### src/rtl/ecc_secded_apb_engine_if.sv
`default_nettype none
// ============================================================================
// Module   : ecc_secded_apb_engine_if
// Brief    : APB3 (no PREADY) bus bundle for the SECDED engine.
// Revision : 1.0
// ============================================================================
interface ecc_secded_apb_engine_if #(
    parameter int AMBA_ADDR_WIDTH = 20,
    parameter int AMBA_WORD       = 32
);
    logic [AMBA_ADDR_WIDTH-1:0] PADDR;
    logic [AMBA_WORD-1:0]       PWDATA;
    logic [AMBA_WORD-1:0]       PRDATA;
    logic                       PENABLE;
    logic                       PSEL;
    logic                       PWRITE;

    modport master (
        output PADDR, PWDATA, PENABLE, PSEL, PWRITE,
        input  PRDATA
    );

    modport slave (
        input  PADDR, PWDATA, PENABLE, PSEL, PWRITE,
        output PRDATA
    );
endinterface
`default_nettype wire

### src/rtl/ecc_secded_apb_engine.sv
`default_nettype none
// ============================================================================
// Module   : ecc_secded_apb_engine
// Brief    : APB-programmable SECDED encoder/decoder, 8/16/32-bit codewords.
// Revision : 1.0
// ============================================================================
module ecc_secded_apb_engine #(
    parameter int DATA_WIDTH      = 32,
    parameter int AMBA_ADDR_WIDTH = 20,
    parameter int AMBA_WORD       = 32,
    parameter int ERR_CNT_WIDTH   = 16
) (
    input  wire logic                  clk,
    input  wire logic                  rst,
    ecc_secded_apb_engine_if.slave     apb,
    output logic [DATA_WIDTH-1:0]      data_out,
    output logic                       operation_done,
    output logic [1:0]                 num_of_errors
);

    localparam logic [1:0] c_MAX_CW = (DATA_WIDTH >= 32) ? 2'd2 :
                                      (DATA_WIDTH >= 16) ? 2'd1 : 2'd0;

    function automatic int cw_n(input logic [1:0] w);
        case (w)
            2'd0:    return 8;
            2'd1:    return 16;
            default: return 32;
        endcase
    endfunction

    function automatic int cw_k(input logic [1:0] w);
        case (w)
            2'd0:    return 4;
            2'd1:    return 11;
            default: return 26;
        endcase
    endfunction

    function automatic logic [31:0] low_mask(input int bits);
        return (bits >= 32) ? 32'hFFFF_FFFF : ((32'd1 << bits) - 32'd1);
    endfunction

    function automatic logic [1:0] clamp_cw(input logic [1:0] v);
        if (v == 2'd3 || (32'd8 << v) > 32'(DATA_WIDTH))
            return c_MAX_CW;
        return v;
    endfunction

    // Data bit j sits at the j-th non-power-of-two position >= 3; its position
    // value contributes to every parity bit whose index is set in it.
    function automatic logic [4:0] calc_parity(input logic [31:0] d, input int k);
        logic [4:0] p;
        int         j;
        p = '0;
        j = 0;
        for (int pos = 3; pos < 32; pos++) begin
            if ((pos & (pos - 1)) != 0) begin
                if (j < k && d[j[4:0]])
                    p = p ^ pos[4:0];
                j = j + 1;
            end
        end
        return p;
    endfunction

    function automatic logic [31:0] encode(input logic [31:0] d, input logic [1:0] w);
        logic [31:0] cw;
        logic [4:0]  p;
        int          n;
        int          k;
        n  = cw_n(w);
        k  = cw_k(w);
        cw = d & low_mask(k);
        p  = calc_parity(cw, k);
        for (int i = 0; i < 5; i++) begin
            if (i < n - k - 1)
                cw[5'(k + i)] = p[i];
        end
        cw[5'(n - 1)] = ^cw;
        return cw;
    endfunction

    // Returns {num_of_errors, corrected data}.
    function automatic logic [33:0] decode(input logic [31:0] cw_raw, input logic [1:0] w);
        logic [31:0] cw;
        logic [31:0] data;
        logic [4:0]  sp;
        logic [4:0]  s;
        logic [1:0]  errs;
        int          n;
        int          k;
        int          j;
        n    = cw_n(w);
        k    = cw_k(w);
        cw   = cw_raw & low_mask(n);
        data = cw & low_mask(k);
        sp   = '0;
        for (int i = 0; i < 5; i++) begin
            if (i < n - k - 1)
                sp[i] = cw[5'(k + i)];
        end
        s    = calc_parity(data, k) ^ sp;
        errs = 2'd0;
        if (^cw) begin
            errs = 2'd1;
            j    = 0;
            for (int pos = 3; pos < 32; pos++) begin
                if ((pos & (pos - 1)) != 0) begin
                    if (j < k && pos[4:0] == s)
                        data[j[4:0]] = ~data[j[4:0]];
                    j = j + 1;
                end
            end
        end else if (s != 5'd0) begin
            errs = 2'd2;
        end
        return {errs, data};
    endfunction

    logic [1:0]               ctrl_q, ctrl_d;
    logic [DATA_WIDTH-1:0]    data_in_q, data_in_d;
    logic [1:0]               cw_sel_q, cw_sel_d;
    logic [DATA_WIDTH-1:0]    noise_q, noise_d;
    logic                     overrun_q, overrun_d;
    logic                     s1_valid_q, s1_valid_d;
    logic [DATA_WIDTH-1:0]    s1_cw_q, s1_cw_d;
    logic [1:0]               s1_op_q, s1_op_d;
    logic [1:0]               s1_w_q, s1_w_d;
    logic [DATA_WIDTH-1:0]    data_out_q, data_out_d;
    logic [1:0]               num_of_errors_q, num_of_errors_d;
    logic                     operation_done_q, operation_done_d;
    logic [ERR_CNT_WIDTH-1:0] cnt_corr_q, cnt_corr_d;
    logic [ERR_CNT_WIDTH-1:0] cnt_unc_q, cnt_unc_d;

    logic        w_busy;
    logic        w_wr;
    logic        w_rd;
    logic [1:0]  w_op;
    logic [2:0]  w_addr;
    logic        w_start;
    logic [31:0] w_enc;
    logic [31:0] w_s1_word;
    logic [33:0] w_dec;
    logic [AMBA_WORD-1:0] w_prdata;

    assign w_busy  = s1_valid_q | operation_done_q;
    assign w_wr    = apb.PSEL & apb.PENABLE & apb.PWRITE;
    assign w_rd    = apb.PSEL & ~apb.PWRITE;
    assign w_op    = apb.PWDATA[1:0];
    assign w_addr  = apb.PADDR[4:2];
    assign w_start = w_wr && (w_addr == 3'd0) && !w_busy && (w_op != 2'd3);

    assign w_enc = encode(32'(data_in_q), cw_sel_q);
    assign w_dec = decode(32'(s1_cw_q), s1_w_q);

    always_comb begin
        case (w_op)
            2'd0:    w_s1_word = w_enc;
            2'd2:    w_s1_word = w_enc ^ 32'(noise_q);
            default: w_s1_word = 32'(data_in_q);
        endcase
    end

    always_comb begin
        ctrl_d           = ctrl_q;
        data_in_d        = data_in_q;
        cw_sel_d         = cw_sel_q;
        noise_d          = noise_q;
        overrun_d        = overrun_q;
        s1_valid_d       = 1'b0;
        s1_cw_d          = s1_cw_q;
        s1_op_d          = s1_op_q;
        s1_w_d           = s1_w_q;
        data_out_d       = data_out_q;
        num_of_errors_d  = num_of_errors_q;
        operation_done_d = 1'b0;
        cnt_corr_d       = cnt_corr_q;
        cnt_unc_d        = cnt_unc_q;

        if (w_start) begin
            s1_valid_d = 1'b1;
            s1_op_d    = w_op;
            s1_w_d     = cw_sel_q;
            s1_cw_d    = DATA_WIDTH'(w_s1_word);
        end

        if (s1_valid_q) begin
            operation_done_d = 1'b1;
            if (s1_op_q == 2'd0) begin
                data_out_d      = s1_cw_q;
                num_of_errors_d = 2'd0;
            end else begin
                data_out_d      = DATA_WIDTH'(w_dec[31:0]);
                num_of_errors_d = w_dec[33:32];
                if (w_dec[33:32] == 2'd1 && cnt_corr_q != '1)
                    cnt_corr_d = cnt_corr_q + 1'b1;
                if (w_dec[33:32] == 2'd2 && cnt_unc_q != '1)
                    cnt_unc_d = cnt_unc_q + 1'b1;
            end
        end

        // Register writes come last so an ERR_CNT clear overrides a same-cycle increment.
        if (w_wr) begin
            case (w_addr)
                3'd0: begin
                    if (!w_busy)
                        ctrl_d = w_op;
                    else if (w_op != 2'd3)
                        overrun_d = 1'b1;
                end
                3'd1: data_in_d = apb.PWDATA[DATA_WIDTH-1:0];
                3'd2: cw_sel_d  = clamp_cw(apb.PWDATA[1:0]);
                3'd3: noise_d   = apb.PWDATA[DATA_WIDTH-1:0];
                3'd5: begin
                    cnt_corr_d = '0;
                    cnt_unc_d  = '0;
                    overrun_d  = 1'b0;
                end
                default: ;
            endcase
        end
    end

    always_comb begin
        w_prdata = '0;
        if (w_rd) begin
            case (w_addr)
                3'd0:    w_prdata = AMBA_WORD'(ctrl_q);
                3'd1:    w_prdata = AMBA_WORD'(data_in_q);
                3'd2:    w_prdata = AMBA_WORD'(cw_sel_q);
                3'd3:    w_prdata = AMBA_WORD'(noise_q);
                3'd4:    w_prdata = AMBA_WORD'({num_of_errors_q, overrun_q, w_busy});
                3'd5:    w_prdata = AMBA_WORD'({16'(cnt_unc_q), 16'(cnt_corr_q)});
                default: w_prdata = '0;
            endcase
        end
    end

    assign apb.PRDATA = w_prdata;

    always_ff @(posedge clk or posedge rst) begin
        if (rst) begin
            ctrl_q           <= '0;
            data_in_q        <= '0;
            cw_sel_q         <= '0;
            noise_q          <= '0;
            overrun_q        <= 1'b0;
            s1_valid_q       <= 1'b0;
            s1_cw_q          <= '0;
            s1_op_q          <= '0;
            s1_w_q           <= '0;
            data_out_q       <= '0;
            num_of_errors_q  <= '0;
            operation_done_q <= 1'b0;
            cnt_corr_q       <= '0;
            cnt_unc_q        <= '0;
        end else begin
            ctrl_q           <= ctrl_d;
            data_in_q        <= data_in_d;
            cw_sel_q         <= cw_sel_d;
            noise_q          <= noise_d;
            overrun_q        <= overrun_d;
            s1_valid_q       <= s1_valid_d;
            s1_cw_q          <= s1_cw_d;
            s1_op_q          <= s1_op_d;
            s1_w_q           <= s1_w_d;
            data_out_q       <= data_out_d;
            num_of_errors_q  <= num_of_errors_d;
            operation_done_q <= operation_done_d;
            cnt_corr_q       <= cnt_corr_d;
            cnt_unc_q        <= cnt_unc_d;
        end
    end

    assign data_out       = data_out_q;
    assign num_of_errors  = num_of_errors_q;
    assign operation_done = operation_done_q;

    logic unused_bits;
    assign unused_bits = ^{apb.PADDR, apb.PWDATA, w_enc, w_dec};

endmodule
`default_nettype wire

### src/flat_wrapper.sv
// flat-port wrapper written by rule: the top's interface ports become plain ports
module ecc_secded_apb_engine_flat 
#(
    parameter int DATA_WIDTH      = 32,
    parameter int AMBA_ADDR_WIDTH = 20,
    parameter int AMBA_WORD       = 32,
    parameter int ERR_CNT_WIDTH   = 16
)
  (clk, rst, data_out, operation_done, num_of_errors, apb_PADDR, apb_PWDATA, apb_PENABLE, apb_PSEL, apb_PWRITE, apb_PRDATA);
  ecc_secded_apb_engine_if #(.AMBA_ADDR_WIDTH(AMBA_ADDR_WIDTH), .AMBA_WORD(AMBA_WORD)) apb_i ();
  input  wire logic clk;
  input  wire logic rst;
  output logic [DATA_WIDTH-1:0] data_out;
  output logic operation_done;
  output logic [1:0] num_of_errors;
  input wire logic [$bits(apb_i.PADDR)-1:0] apb_PADDR;
  input wire logic [$bits(apb_i.PWDATA)-1:0] apb_PWDATA;
  input wire logic [$bits(apb_i.PENABLE)-1:0] apb_PENABLE;
  input wire logic [$bits(apb_i.PSEL)-1:0] apb_PSEL;
  input wire logic [$bits(apb_i.PWRITE)-1:0] apb_PWRITE;
  output wire logic [$bits(apb_i.PRDATA)-1:0] apb_PRDATA;
  assign apb_i.PADDR = apb_PADDR;
  assign apb_i.PWDATA = apb_PWDATA;
  assign apb_i.PENABLE = apb_PENABLE;
  assign apb_i.PSEL = apb_PSEL;
  assign apb_i.PWRITE = apb_PWRITE;
  assign apb_PRDATA = apb_i.PRDATA;
  ecc_secded_apb_engine #(.DATA_WIDTH(DATA_WIDTH), .AMBA_ADDR_WIDTH(AMBA_ADDR_WIDTH), .AMBA_WORD(AMBA_WORD), .ERR_CNT_WIDTH(ERR_CNT_WIDTH)) u_core (.clk(clk), .rst(rst), .apb(apb_i), .data_out(data_out), .operation_done(operation_done), .num_of_errors(num_of_errors));
endmodule
### config.mk
export PLATFORM = sky130hd
export DESIGN_NAME = ecc_secded_apb_engine_flat
export DESIGN_NICKNAME = d
export VERILOG_FILES = /design/src/rtl/ecc_secded_apb_engine_if.sv /design/src/rtl/ecc_secded_apb_engine.sv /design/src/flat_wrapper.sv
export SDC_FILE = /design/constraint.sdc
export NUM_CORES = 1
export LEC_CHECK = 0
export ABC_CLOCK_PERIOD_IN_PS = 6400
export CAP_MARGIN = 25
export CORE_ASPECT_RATIO = 0.8
export CORE_UTILIZATION = 59
export CTS_BUF_LIST = sky130_fd_sc_hd__clkbuf_16
export DETAILED_ROUTE_END_ITERATION = 8
export HOLD_SLACK_MARGIN = 0.05
export MAX_ROUTING_LAYER = met4
export PLACE_DENSITY = 0.82
export SLEW_MARGIN = 10
export SYNTH_ARGS = -nofsm -noshare
export SYNTH_HDL_FRONTEND = slang
export SYNTH_SLANG_ARGS = --single-unit
### constraint.sdc
create_clock -name clk -period 6.4 [get_ports clk]
set_input_delay 0.96 -clock clk [delete_from_list [all_inputs] [get_ports clk]]
set_output_delay 0.96 -clock clk [all_outputs]
set_load 0.05 [all_outputs]
# Word-level counts from Yosys, hierarchy flattened
# Index checks and enable logic that the tools add are counted.
# Widths: inputs -> output; s select.
# word_totals
elab_cells	808
register_bits	173
# classes
n_shift	4
n_addsub	42
n_bitwise	87
n_lt_le_gt_ge	158
eq_ne	42
reduce_logical	130
n_mux	331
# ops
cell	n
$mux 32	85
$bwmux 32	31
$lt 32x32->1	25
$add 32x2->32 const B	24
$lt 6x32->1 const A	20
$lt 5x32->1 const A	16
$lt 4x32->1 const A	10
$lt 3x32->1 const A	7
$pmux 32 s6	1
$mux 16	10
$demux 1 s5	31
$ge 5x1->1 const B	31
$bmux 1 s5	30
$lt 5x6->1 const B	25
$mux 5	30
$logic_and 1x1->1	114
$and 32x32->32	3
$lt 1x32->1 const A	3
$lt 2x32->1 const A	3
$sub 32x1->32 const B	3
$mux 1	80
$lt 5x7->1 const B	11
$eq 5x5->1 const A	15
$ge 32x7->1 const B	2
53 further kinds	184

# Longest topological paths before layout
# Gate-level depths: netlist of the first run.
# depth
word_depth	215
depth_mapped	21
mapped_depth_nobuf	19

# Least setup slack after synthesis of the first run
# No wires, ideal clock.
# synth_timing
path_type	register -> register
start	register u_core.cw_sel_q[0]
end	register u_core.s1_cw_q[23]
synth_period_minus_slack_ns	4.704
arrival_time_ns	4.626
slack_ns	1.696
stages_incl_launch_ff	20
t_required_ns	6.323
cell_sequence	dfrtp_1 -> inv_1 -> nor2_1 -> clkinv_1 -> ha_1 -> buf_6 -> nand2b_1 -> xnor2_1 -> xnor3_2 -> xnor2_2 -> o2bb2ai_1 -> a21oi_1 -> xnor2_1 -> xnor3_1 -> xnor2_2 -> xnor3_2 -> o31ai_4 -> xnor2_1 -> mux2i_1 -> a21oi_1
# synth_between
elab_chain_len	61
# synth_rtl
item	line	source
from (decl)	ecc_secded_apb_engine.sv:123	logic [1:0] cw_sel_q, cw_sel_d;
from (signal assigned)	ecc_secded_apb_engine.sv:261	cw_sel_q <= cw_sel_d;
$eq 2x1->1 or $logic_not 2->1 (tied branches)	ecc_secded_apb_engine.sv:25, ecc_secded_apb_engine.sv:33	
$pmux 5 s2	ecc_secded_apb_engine.sv:33	case (w)
$shl 1x5->32	ecc_secded_apb_engine.sv:41	return (bits >= 32) ? 32'hFFFF_FFFF : ((32'd1 << bits) - 32'd1);
$sub 32x1->32	ecc_secded_apb_engine.sv:41	
$mux 32	ecc_secded_apb_engine.sv:41	
$and 32x32->32	ecc_secded_apb_engine.sv:74	cw = d & low_mask(k);
$logic_and 1x1->1	ecc_secded_apb_engine.sv:59	if (j < k && d[j[4:0]])
$mux 2	ecc_secded_apb_engine.sv:59	
(+45 left out)	n/a	
$bwmux 32	ecc_secded_apb_engine.sv:78	cw[5'(k + i)] = p[i];
$mux 32	ecc_secded_apb_engine.sv:77	if (i < n - k - 1)
$bwmux 32	ecc_secded_apb_engine.sv:78	
$mux 32	ecc_secded_apb_engine.sv:77	
$reduce_xor 32->1	ecc_secded_apb_engine.sv:80	cw[5'(n - 1)] = ^cw;
$bwmux 32 *	ecc_secded_apb_engine.sv:80	
$xor 32x32->32	ecc_secded_apb_engine.sv:160	2'd2: w_s1_word = w_enc ^ 32'(noise_q);
$pmux 32 s2 *	ecc_secded_apb_engine.sv:158	case (w_op)
to (signal assigned)	ecc_secded_apb_engine.sv:265	s1_cw_q <= s1_cw_d;
to (decl)	ecc_secded_apb_engine.sv:127	logic [DATA_WIDTH-1:0] s1_cw_q, s1_cw_d;
# Every way passes the cells marked *; elsewhere a longest branch is shown, timed or not.
# A chain may end at the register's enable or synchronous reset.

# Worst setup path after layout of the first run
# layout_timing
start	register u_core.cw_sel_q[0]
end	register u_core.s1_cw_q[15]
# Same word-level chain as after synthesis.

==> summary.md, run 1 <==
| Metric | Value |
|---|---|
| Drt wl/cell | `around 22 um` |
| Rel. slew slack | `0.383` |
| Synth top area cells | `dfrtp_1 35%, xnor2_1 8.5%, mux2_2 6.4%` |
| Max-cap violations | `0` |
| CTS Sinks | `173` |
| Required time of the critical path | `about 6.7 ns` |
| Drt first pass iters | `6` |
| # DRC | `0` |
| Final net count | `1523` |
| Avg Synthesized Cell Area | `8.84 um2` |
| Post-synth ARST share | `1.00` |
| Crit path max-delay family | `XOR/XNOR gates` |
| Hold slack | `between 0.4 and 0.5 ns` |
| Std-Cell Core Area | `20100 um2` |
| Power density of the placed cells | `between 300 and 400 nW/um2` |
| Non-filler cells, final | `around 1700` |
| Initial antenna violation count | `0` |
| Post-synth EDFFs | `0` |
| TritonCTS clock tree | `done` |
| Num CTS Buffers | `17` |
| Drt first-iter violations | `1280` |
| Port Buffers | `about 110` |
| FMAX | `between 0.15 and 0.2 GHz` |
| Startpoint Class | `flip-flop` |
| Initial core utilization | `0.614` |
| Row count | `between 40 and 50` |
| Pre-CTS WS | `~1.3 ns` |
| Layout Utilization | `0.699` |
| Chip Height | `~130 um` |
| LEAKAGE | `roughly 5.7 nW` |
| Die width | `around 160 um` |
| Routed Antenna Nets | `0` |
| Cts hold-fix bufs | `0` |
| Most frequent cells after synthesis | `189 x nor2_1, 173 x dfrtp_1, 157 x nand2_1` |
| Netlist Area Pre-Place | `about 12000 um2` |
| Min cycle time layout | `about 5.2 ns` |
| Post-synthesis cell count | `about 1400` |
| Top cell type's share of synthesized area | `0.350` |
| #FFs+latches synth | `between 150 and 200` |
| Syn-to-layout area delta | `13.9%` |
| Worst-path cell chain | `inv_1 -> nor2_1 -> buf_4 -> clkinv_1 -> ha_1 -> nand2b_1 -> xnor2_1 -> xnor3_2 -> xor2_1 -> nand3_1 -> xor2_1 -> o22ai_1 -> xnor2_1 -> xnor2_1 -> xnor3_2 -> o21ai_0 -> xor2_1 -> o21ai_0` |
| Setup ws final | `roughly 1.2 ns` |
| Area leader, netlist | `dfrtp_1` |
| Critical path class | `flip-flop to flip-flop` |
| Count of final setup violators | `0` |
| Placed cells | `1696` |
| Final Cycle Share | `0.819` |
| Synth Warn # | `0` |
| RSZ-0062 raised after global routing | `false` |
| Via Count | `10797` |
| First-pass GRT wire length | `a little under 60 mm` |
| Ant diodes | `0` |
| Total Routing Usage GR | `0.379` |
| Clk slew on worst S/H paths | `roughly 0.070 ns` |
| Crit path max fanout | `9` |
| WL final | `38.2 mm` |
| Post-CTS setup buffer count | `0` |
| Setup TNS Final | `0 ns` |
| Vias per inst | `6.24` |
| Status | `complete, no violations` |
| Num ports | `124` |
| Crit path buf inv count | `3` |
| Maximum vdd ir drop | `0.272 mV` |
| Worst-Skew Late Latency | `~0.44 ns` |
| Internal reg-to-reg setup slack | `1.16 ns` |
| RR Startpoint | `u_core.cw_sel_q[0]` |
| Layout cells sized above 1 | `0.113` |
| Worst Path Arrival | `~5.5 ns` |
| Gr ovfl total | `0` |
| Vias in the first global route | `between 10000 and 15000` |
| Clk_skew | `approximately 0.021 ns` |
| Resized Gates After CTS | `0` |
| Post-synth cell types | `~70` |
| Top FF cell, synth | `dfrtp_1` |
| Max clock buf depth | `2` |
| Register area share after synthesis | `0.350` |
| Hpwl dp | `around 28 mm` |
| CP endpoint kind | `flip-flop` |
| Hold/Removal Path Class | `flip-flop to flip-flop` |
| Final Max Tran Viols | `0` |
| Root Driver | `clkbuf_16` |
| Die area | `between 20000 and 25000 um2` |
| Cell with the most instances after synthesis | `nor2_1` |
| Fillcell total | `1569` |
| Htree depth | `4` |
| Setup crit start | `u_core.cw_sel_q[0]` |
| Placer congestion estimate | `slightly below 1` |
| Final hold viol count | `0` |
| Worst stage delay on the critical path | `approximately 0.57 ns` |
| Worst-Margin Slew | `approximately 0.9 ns` |
| Hold path start | `u_core.data_out[13]` |
| Largest net degree at the start of global routing | `76` |
| CP max-delay cell | `xnor3_2` |
-- through the flow --
step           total power (W)  cell area (um2)
2_1_floorplan          0.00351            12400
3_3_place_gp           0.00414            13500
3_5_place_dp           0.00420            13500
4_1_cts                0.00524            14100
5_1_grt                0.00554            14100
6_report               0.00528            14100
-- area by class of cell --
cell class / instances / area, um2 / share of cell area
Multi-Input combinational cell: 1109 / 7510 / 0.533
Tap cell: 264 / 330 / 0.0235
Inverter: 19 / 76.3 / 0.00542
Sequential cell: 173 / 4330 / 0.307
Timing Repair Buffer: 132 / 1260 / 0.0897
Clock buffer: 17 / 425 / 0.0302
Clock inverter: 15 / 149 / 0.0106
-- report_power, final --
| part | leakage (nW) | internal, W | switching [W] |
|---|---|---|---|
| logic | 3.19 | 0.00110 | 0.00152 |
| registers | 2.23 | 0.00128 | 0.000353 |
| clock network | 0.278 | 0.000518 | 0.000510 |
| total | 5.69 | 0.00290 | 0.00238 |
-- layer usage --
metal  global-route usage  share of wire
met1                0.561           0.43
met5                    -              0
met4                0.118          0.032
met2                0.515           0.42
met3               0.0792           0.12
-- cell usage in the layout (no fill, tap or decap), drive strengths merged, types with 10 or more instances in the layout --
cell	netlist	final
nand2	158	158
nand2b	18	18
clkbuf	77	18
and3	12	12
xnor2	123	123
o21ai	62	62
o22ai	18	18
mux2i	47	47
nand3	28	28
clkdlybuf4s50	0	104
a22o	11	11
nor2b	14	14
nand4	11	11
nor2	190	190
inv	17	26
nor3	17	17
mux2	70	70
buf	25	27
o21a	13	13
dfrtp	173	173
or3	10	10
a21oi	95	95
ha	14	14
xor2	80	80
o2bb2ai	21	21
-- final timing paths --
check	endpoint	depth (start not counted)
max	u_core.s1_cw_q[15]	18
min	u_core.data_out[13]	1
max reg2reg	u_core.s1_cw_q[15]	18
min reg2reg	u_core.data_out[13]	1
max in group asynchronous	u_core.s1_cw_q[28]	3
min in group asynchronous	u_core.data_in_q[8]	2
-- cell families (layout without fill, tap and decap cells) --
| kind of cell | Yosys count | after routing | synth area share |
|---|---|---|---|
| mux | 123 | 123 | 0.113 |
| compound gates | 274 | 274 | 0.143 |
| xor+xnor | 213 | 213 | 0.165 |
| buf+inv | 121 | 183 | 0.0448 |
| flops | 173 | 173 | 0.350 |
| simple gates | 479 | 479 | 0.170 |
| fa+ha+maj | 14 | 14 | 0.0142 |
| other cells | 1 | 6 | 0.000303 |
-- worst register-to-register path: stages, from the launching register on --
cell	delay, ns
dfrtp_1	0.45
inv_1	0.12
nor2_1	0.11
buf_4	0.18
clkinv_1	0.10
ha_1	0.30
nand2b_1	0.17
xnor2_1	0.42
xnor3_2	0.57
xor2_1	0.49
nand3_1	0.33
xor2_1	0.22
o22ai_1	0.19
xnor2_1	0.16
xnor2_1	0.14
xnor3_2	0.53
o21ai_0	0.35
xor2_1	0.16
o21ai_0	0.10
-- flip-flops by register name, indices dropped and copies added (netlist names) --
signal and flops:
u_core.cnt_corr_q 16, u_core.cnt_unc_q 16, u_core.ctrl_q 2, u_core.cw_sel_q 2, u_core.data_in_q 32, u_core.data_out 32, u_core.noise_q 32, u_core.num_of_errors 2
u_core.operation_done 1, u_core.overrun_q 1, u_core.s1_cw_q 32, u_core.s1_op_q 2, u_core.s1_valid_q 1, u_core.s1_w_q 2
No activity file was read; power rests on OpenSTA's default activity.
==> inputs of run 2 (changes only) <==
--- a/config.mk
+++ b/config.mk
@@ -5,7 +5,7 @@
 export SDC_FILE = /design/constraint.sdc
 export NUM_CORES = 1
 export LEC_CHECK = 0
-export ABC_CLOCK_PERIOD_IN_PS = 6400
+export ABC_CLOCK_PERIOD_IN_PS = 4900
 export CAP_MARGIN = 25
 export CORE_ASPECT_RATIO = 0.8
 export CORE_UTILIZATION = 59
==> constraint.sdc (replaced) <==
create_clock -name clk -period 4.9 [get_ports clk]
set_input_delay 0.735 -clock clk [delete_from_list [all_inputs] [get_ports clk]]
set_output_delay 0.735 -clock clk [all_outputs]
set_load 0.05 [all_outputs]
==> run 2 against run 1 <==
Final area increased by 4.9%. Sequential power increased by 27%. Power increased by 35%. Global-route usage increased by 1.4 points. Critical path depth unchanged.
==> summary.md, run 2 (synthesized netlist as in run 1, its figures left out) <==
| Metric | Value |
|---|---|
| Status | `complete, no violations` |
| Met3 usage | `0.106` |
| Die area | `between 20000 and 25000 um2` |
| Chip Height | `between 100 and 150 um` |
| Initial antenna violation count | `2` |
| Internal reg-to-reg setup slack | `about 0.26 ns` |
| TritonCTS clock tree | `done` |
| Port Buffers | `106` |
| Num ports | `about 120` |
| Syn-to-layout area delta | `19.6%` |
| Clk slew on worst S/H paths | `approximately 0.08 ns` |
| Worst-Margin Slew | `approximately 1.0 ns` |
| Row count | `46` |
| Root Driver | `clkbuf_16` |
| # DRC | `0` |
| Final hold viol count | `0` |
| Gr ovfl total | `0` |
| DP Area | `14100 um2` |
| Maximum vdd ir drop | `between 0.4 and 0.5 mV` |
| Die width | `around 160 um` |
| Worst Path Arrival | `5.02 ns` |
| Routed Antenna Nets | `0` |
| Total Routing Usage GR | `0.394` |
| Std-Cell Core Area | `approximately 20000 um2` |
| Vias in the first global route | `between 10000 and 15000` |
| Drt first pass iters | `6` |
| Critical path class | `flip-flop to flip-flop` |
| Hold/Removal Path Class | `flip-flop to flip-flop` |
| Final Max Tran Viols | `0` |
| Via Count | `11121` |
| Htree depth | `4` |
| Setup TNS Final | `0 ns` |
| LEAKAGE | `6.06 nW` |
| Final Cycle Share | `0.948` |
| Commonest non-fill, non-tap cells in the layout | `187 x nor2_1, 173 x dfrtp_1, 157 x nand2_1` |
| Met2 Use GR | `0.532` |
| WL final | `between 40 and 50 mm` |
| CP endpoint kind | `flip-flop` |
| Largest net degree at the start of global routing | `89` |
| Clk_skew | `between 0.015 and 0.02 ns` |
| Hold slack | `~0.48 ns` |
| Startpoint Class | `flip-flop` |
| Gr busiest metal | `met1` |
| RSZ-0062 raised after global routing | `false` |
| Post-Layout Inst Area | `14800 um2` |
| Crit path max fanout | `7` |
| Min cycle time layout | `around 4.6 ns` |
| Required time of the critical path | `5.27 ns` |
| Max-cap violations | `0` |
| First-pass GRT wire length | `around 60 mm` |
| Max clock buf depth | `2` |
| Final net count | `roughly 1600` |
| Hpwl dp | `roughly 30 mm` |
| Layout cells sized above 1 | `0.159` |
| Drt wl/cell | `around 23 um` |
| Met1 Track Usage GR | `0.569` |
| Vias per inst | `roughly 6.3` |
| Initial core utilization | `0.614` |
| Post-CTS setup buffer count | `0` |
| Rel. slew slack | `0.326` |
| CTS Sinks | `about 170` |
| Worst-Skew Late Latency | `~0.45 ns` |
| Power density of the placed cells | `484 nW/um2` |
| Commonest non-fill, non-tap cell in the layout | `nor2_1` |
| Num CTS Buffers | `17` |
| Drt first-iter violations | `around 1300` |
| FMAX | `around 0.22 GHz` |
| Count of final setup violators | `0` |
| Placer congestion estimate | `1.03` |
| Fillcell total | `approximately 1500` |
==> run 2: cell count changes in the layout (fill, tap and decap cells not counted), sizes merged <==
| cell | change |
|---|---|
| buf | +74 |
| clkbuf | -1 |
| clkdlybuf4s50 | -30 |
| clkinv | +3 |
| clkinvlp | -1 |
| diode | +2 |
| inv | -2 |
==> run 2: cell type report <==
cell class                 count  area, um2  share of cell area
sequential                   173       4330               0.293
antenna                        2       5.00            0.000339
inverter                      19       75.1             0.00508
clock buffer                  17        425              0.0288
multi-input combinational   1109       7540               0.510
clock inverter                15        186              0.0126
tap                          264        330              0.0224
timing repair buffer         175       1890               0.128
==> run 2: metal layers <==
layer | wire [um] | vias to the layer above
met4 | 1120 | 0
li1 | - | 4971
met2 | 16800 | 690
met3 | 4720 | 87
met5 | 0 | -
met1 | 17500 | 5373
==> run 2: final timing paths <==
check	endpoint	depth (start not counted)	from
worst max-delay path	u_core.s1_cw_q[23]	18	u_core.cw_sel_q[1]
worst min-delay path	u_core.data_out[11]	1	u_core.data_out[11]
worst max register to register	u_core.s1_cw_q[23]	18	u_core.cw_sel_q[1]
worst min register to register	u_core.data_out[11]	1	u_core.data_out[11]
max in group asynchronous	u_core.noise_q[9]	3	rst
min in group asynchronous	u_core.data_in_q[2]	2	rst
==> run 2: report_power, final <==
group | switching [W] | internal [W] | leakage (nW)
sequential | 0.000416 | 0.00168 | 2.23
clock | 0.000711 | 0.000698 | 0.296
combinational | 0.00205 | 0.00159 | 3.53
==> run 2: through the flow <==
stage	std cells	total power [W]	setup WS, ns	utilization
after floorplan	1403	0.00459	0.196	-
after global placement	1738	0.00553	0.354	0.701
after detailed placement	1740	0.00560	0.284	0.702
after CTS	1772	0.00701	0.269	0.732
after global routing	1774	0.00747	0.0684	0.734
final	1774	0.00715	0.255	0.734
==> run 2: repair_timing <==
| item | in CTS | in global routing |
|---|---|---|
| hold buffers | 0 | 0 |
| resized for setup | 0 | 5 |
| endpoints found under the setup margin | 0 | 3 |
==> run 2: critical path, stage by stage (launching register included) <==
cell and delay [ns]:
dfrtp_1 0.43, nor2_1 0.23, clkinv_1 0.14, ha_1 0.30, nand2_1 0.11, xnor2_1 0.18
xnor3_1 0.38, xnor3_2 0.33, nand2b_2 0.25, o22ai_1 0.31, o21bai_1 0.27, xnor2_1 0.19
xnor2_1 0.16, xnor2_1 0.15, xnor3_2 0.52, o31ai_4 0.21, xnor2_1 0.15, mux2i_1 0.10
a21oi_1 0.16
==> inputs of run 3 (changes only) <==
--- a/config.mk
+++ b/config.mk
@@ -9,7 +9,6 @@
 export CAP_MARGIN = 25
 export CORE_ASPECT_RATIO = 0.8
 export CORE_UTILIZATION = 59
-export CTS_BUF_LIST = sky130_fd_sc_hd__clkbuf_16
 export DETAILED_ROUTE_END_ITERATION = 8
 export HOLD_SLACK_MARGIN = 0.05
 export MAX_ROUTING_LAYER = met4
==> run 3 against run 2 <==
Combinational power is essentially flat. Die area is the same. Sequential cell count is the same. First-iteration DRC count grew 5.9%. Via count is essentially flat. Worst hold slack lost 0.0028 ns. Power is essentially flat. Critical path depth is the same. Cell count is the same. Global-route usage is essentially flat.
==> summary.md, run 3 (synthesized netlist as in run 1, its figures left out) <==
| Metric | Value |
|---|---|
| Final Cycle Share | `0.951` |
| Placer congestion estimate | `just over 1` |
| FMAX | `~0.21 GHz` |
| CTS Sinks | `173` |
| Cell repeated most along the worst path | `xnor2_1` |
| Chip Height | `approximately 130 um` |
| Rel. slew slack | `0.333` |
| Commonest non-fill, non-tap cell in the layout | `nor2_1` |
| Vias in the first global route | `approximately 10000` |
| WL final | `slightly above 40 mm` |
| RR Startpoint | `u_core.cw_sel_q[1]` |
| Cts hold-fix bufs | `0` |
| Worst-path cell chain | `nor2_1 -> clkinv_1 -> ha_1 -> nand2_1 -> xnor2_1 -> xnor3_1 -> xnor3_2 -> nand2b_2 -> o22ai_1 -> o21bai_1 -> xnor2_1 -> xnor2_1 -> xnor2_1 -> xnor3_2 -> o31ai_4 -> xnor2_1 -> mux2i_1 -> a21oi_1` |
| Row count | `46` |
| Worst stage delay on the critical path | `0.52 ns` |
| Largest net degree at the start of global routing | `89` |
| # DRC | `0` |
| Non-filler cells, final | `about 1800` |
| Placed cells | `~1700` |
| Startpoint Class | `flip-flop` |
| Final net count | `around 1600` |
| Min cycle time layout | `between 4 and 5 ns` |
| Setup TNS Final | `0 ns` |
| Required time of the critical path | `approximately 5.3 ns` |
| Crit path buf inv count | `1` |
| Vias per inst | `between 6 and 7` |
| Routed Antenna Nets | `0` |
| LEAKAGE | `6.07 nW` |
| Drt wl/cell | `22.7 um` |
| Num CTS Buffers | `17` |
| Port Buffers | `about 110` |
| Hold worst-path end | `u_core.data_out[13]` |
| Worst-Skew Late Latency | `about 0.45 ns` |
| Std-Cell Core Area | `20100 um2` |
| Root Driver | `clkbuf_16` |
| Hold path start | `u_core.data_out[13]` |
| Layout cells sized above 1 | `0.160` |
| Initial antenna violation count | `2` |
| Worst Reg-to-Reg Cells | `18` |
| Gr busiest metal | `met1` |
| Num ports | `approximately 120` |
| Maximum vdd ir drop | `around 0.45 mV` |
| Worst Path Arrival | `5.03 ns` |
| Die width | `approximately 160 um` |
| Initial core utilization | `0.614` |
| Drt first pass iters | `6` |
| Max-cap violations | `0` |
| Syn-to-layout area delta | `19.6%` |
| Worst R2R End | `u_core.s1_cw_q[23]` |
| Clk slew on worst S/H paths | `0.07 ns` |
| Hpwl dp | `about 30 mm` |
| Hold/Removal Path Class | `flip-flop to flip-flop` |
| Final Max Tran Viols | `0` |
| Htree depth | `4` |
| Via Count | `11112` |
| Max clock buf depth | `2` |
| Met1 Track Usage GR | `0.561` |
| First-pass GRT wire length | `between 60 and 70 mm` |
| RSZ-0062 raised after global routing | `false` |
| Crit path max-delay family | `XOR/XNOR gates` |
| CP max-delay cell | `xnor3_2` |
| Count of final setup violators | `0` |
| Total Routing Usage GR | `0.393` |
| Clk_skew | `around 0.019 ns` |
| Power density of the placed cells | `between 400 and 500 nW/um2` |
| Internal reg-to-reg setup slack | `approximately 0.24 ns` |
| Hold path cells | `1` |
| Crit path max fanout | `7` |
| Met2 Use GR | `0.532` |
| Status | `complete, no violations` |
| Die area | `between 20000 and 25000 um2` |
| Commonest non-fill, non-tap cells in the layout | `187 x nor2_1, 173 x dfrtp_1, 157 x nand2_1` |
| Critical path class | `flip-flop to flip-flop` |
| TritonCTS clock tree | `done` |
| CP endpoint kind | `flip-flop` |
| Post-CTS setup buffer count | `0` |
| Final hold viol count | `0` |
| Worst-Margin Slew | `between 0.9 and 1 ns` |
| Hold slack | `about 0.48 ns` |
| Gr ovfl total | `0` |
| Drt first-iter violations | `roughly 1300` |
| Met3 usage | `0.121` |
run 3: worst max path at each step:
stage / startpoint / slack, ns / endpoint / cells past startpoint
4_1_cts: u_core.cw_sel_q[1] / 0.27 / u_core.s1_cw_q[15] / 16
2_1_floorplan: u_core.cw_sel_q[0] / 0.20 / u_core.s1_cw_q[23] / 19
5_1_grt: u_core.cw_sel_q[0] / 0.08 / u_core.s1_cw_q[23] / 18
6_report: u_core.cw_sel_q[1] / 0.24 / u_core.s1_cw_q[23] / 18
3_3_place_gp: u_core.cw_sel_q[1] / 0.35 / u_core.s1_cw_q[23] / 17
3_5_place_dp: u_core.cw_sel_q[1] / 0.28 / u_core.s1_cw_q[15] / 16
run 3: layout make-up:
type	count	area [um2]
multi-input cells	1109	7540
inverters	19	75.1
clock buffers	18	439
repair buffers	175	1890
flip-flops and latches	173	4330
diodes	2	5.00
well taps	264	330
clock inverters	14	183
fillers	1485	5360
run 3: worst reg2reg max path, cell delays in order (launching register included):
cell,delay [ns]
dfrtp_1,0.44
nor2_1,0.24
clkinv_1,0.14
ha_1,0.30
nand2_1,0.11
xnor2_1,0.19
xnor3_1,0.38
xnor3_2,0.33
nand2b_2,0.25
o22ai_1,0.30
o21bai_1,0.28
xnor2_1,0.19
xnor2_1,0.16
xnor2_1,0.15
xnor3_2,0.52
o31ai_4,0.21
xnor2_1,0.15
mux2i_1,0.10
a21oi_1,0.16
run 3: per-layer routing:
layer,vias up,share of wire
met2,664,0.42
li1,4983,-
met3,63,0.13
met5,-,0
met4,0,0.024
met1,5402,0.43
run 3: report_power, final:
| part | switching, W | internal (W) | total [W] | leakage (nW) |
|---|---|---|---|---|
| logic | 0.00204 | 0.00159 | 0.00363 | 3.53 |
| clock network | 0.000711 | 0.000714 | 0.00142 | 0.302 |
| registers | 0.000417 | 0.00168 | 0.00209 | 2.23 |
run 3: stage by stage:
step | total power (W) | utilization | area, um2 | setup slack [ns]
final | 0.00715 | 0.734 | 14800 | 0.240
after global routing | 0.00749 | 0.734 | 14800 | 0.0759
after CTS | 0.00702 | 0.733 | 14800 | 0.269
after detailed placement | 0.00560 | 0.702 | 14100 | 0.284
after global placement | 0.00553 | 0.701 | 14100 | 0.354
after floorplan | 0.00459 | - | 12400 | 0.196
run 3: what timing repair did:
action	4_1_cts	5_1_grt
gates resized for setup	0	5
hold endpoints to repair	0	0
endpoints found under the setup margin	0	3
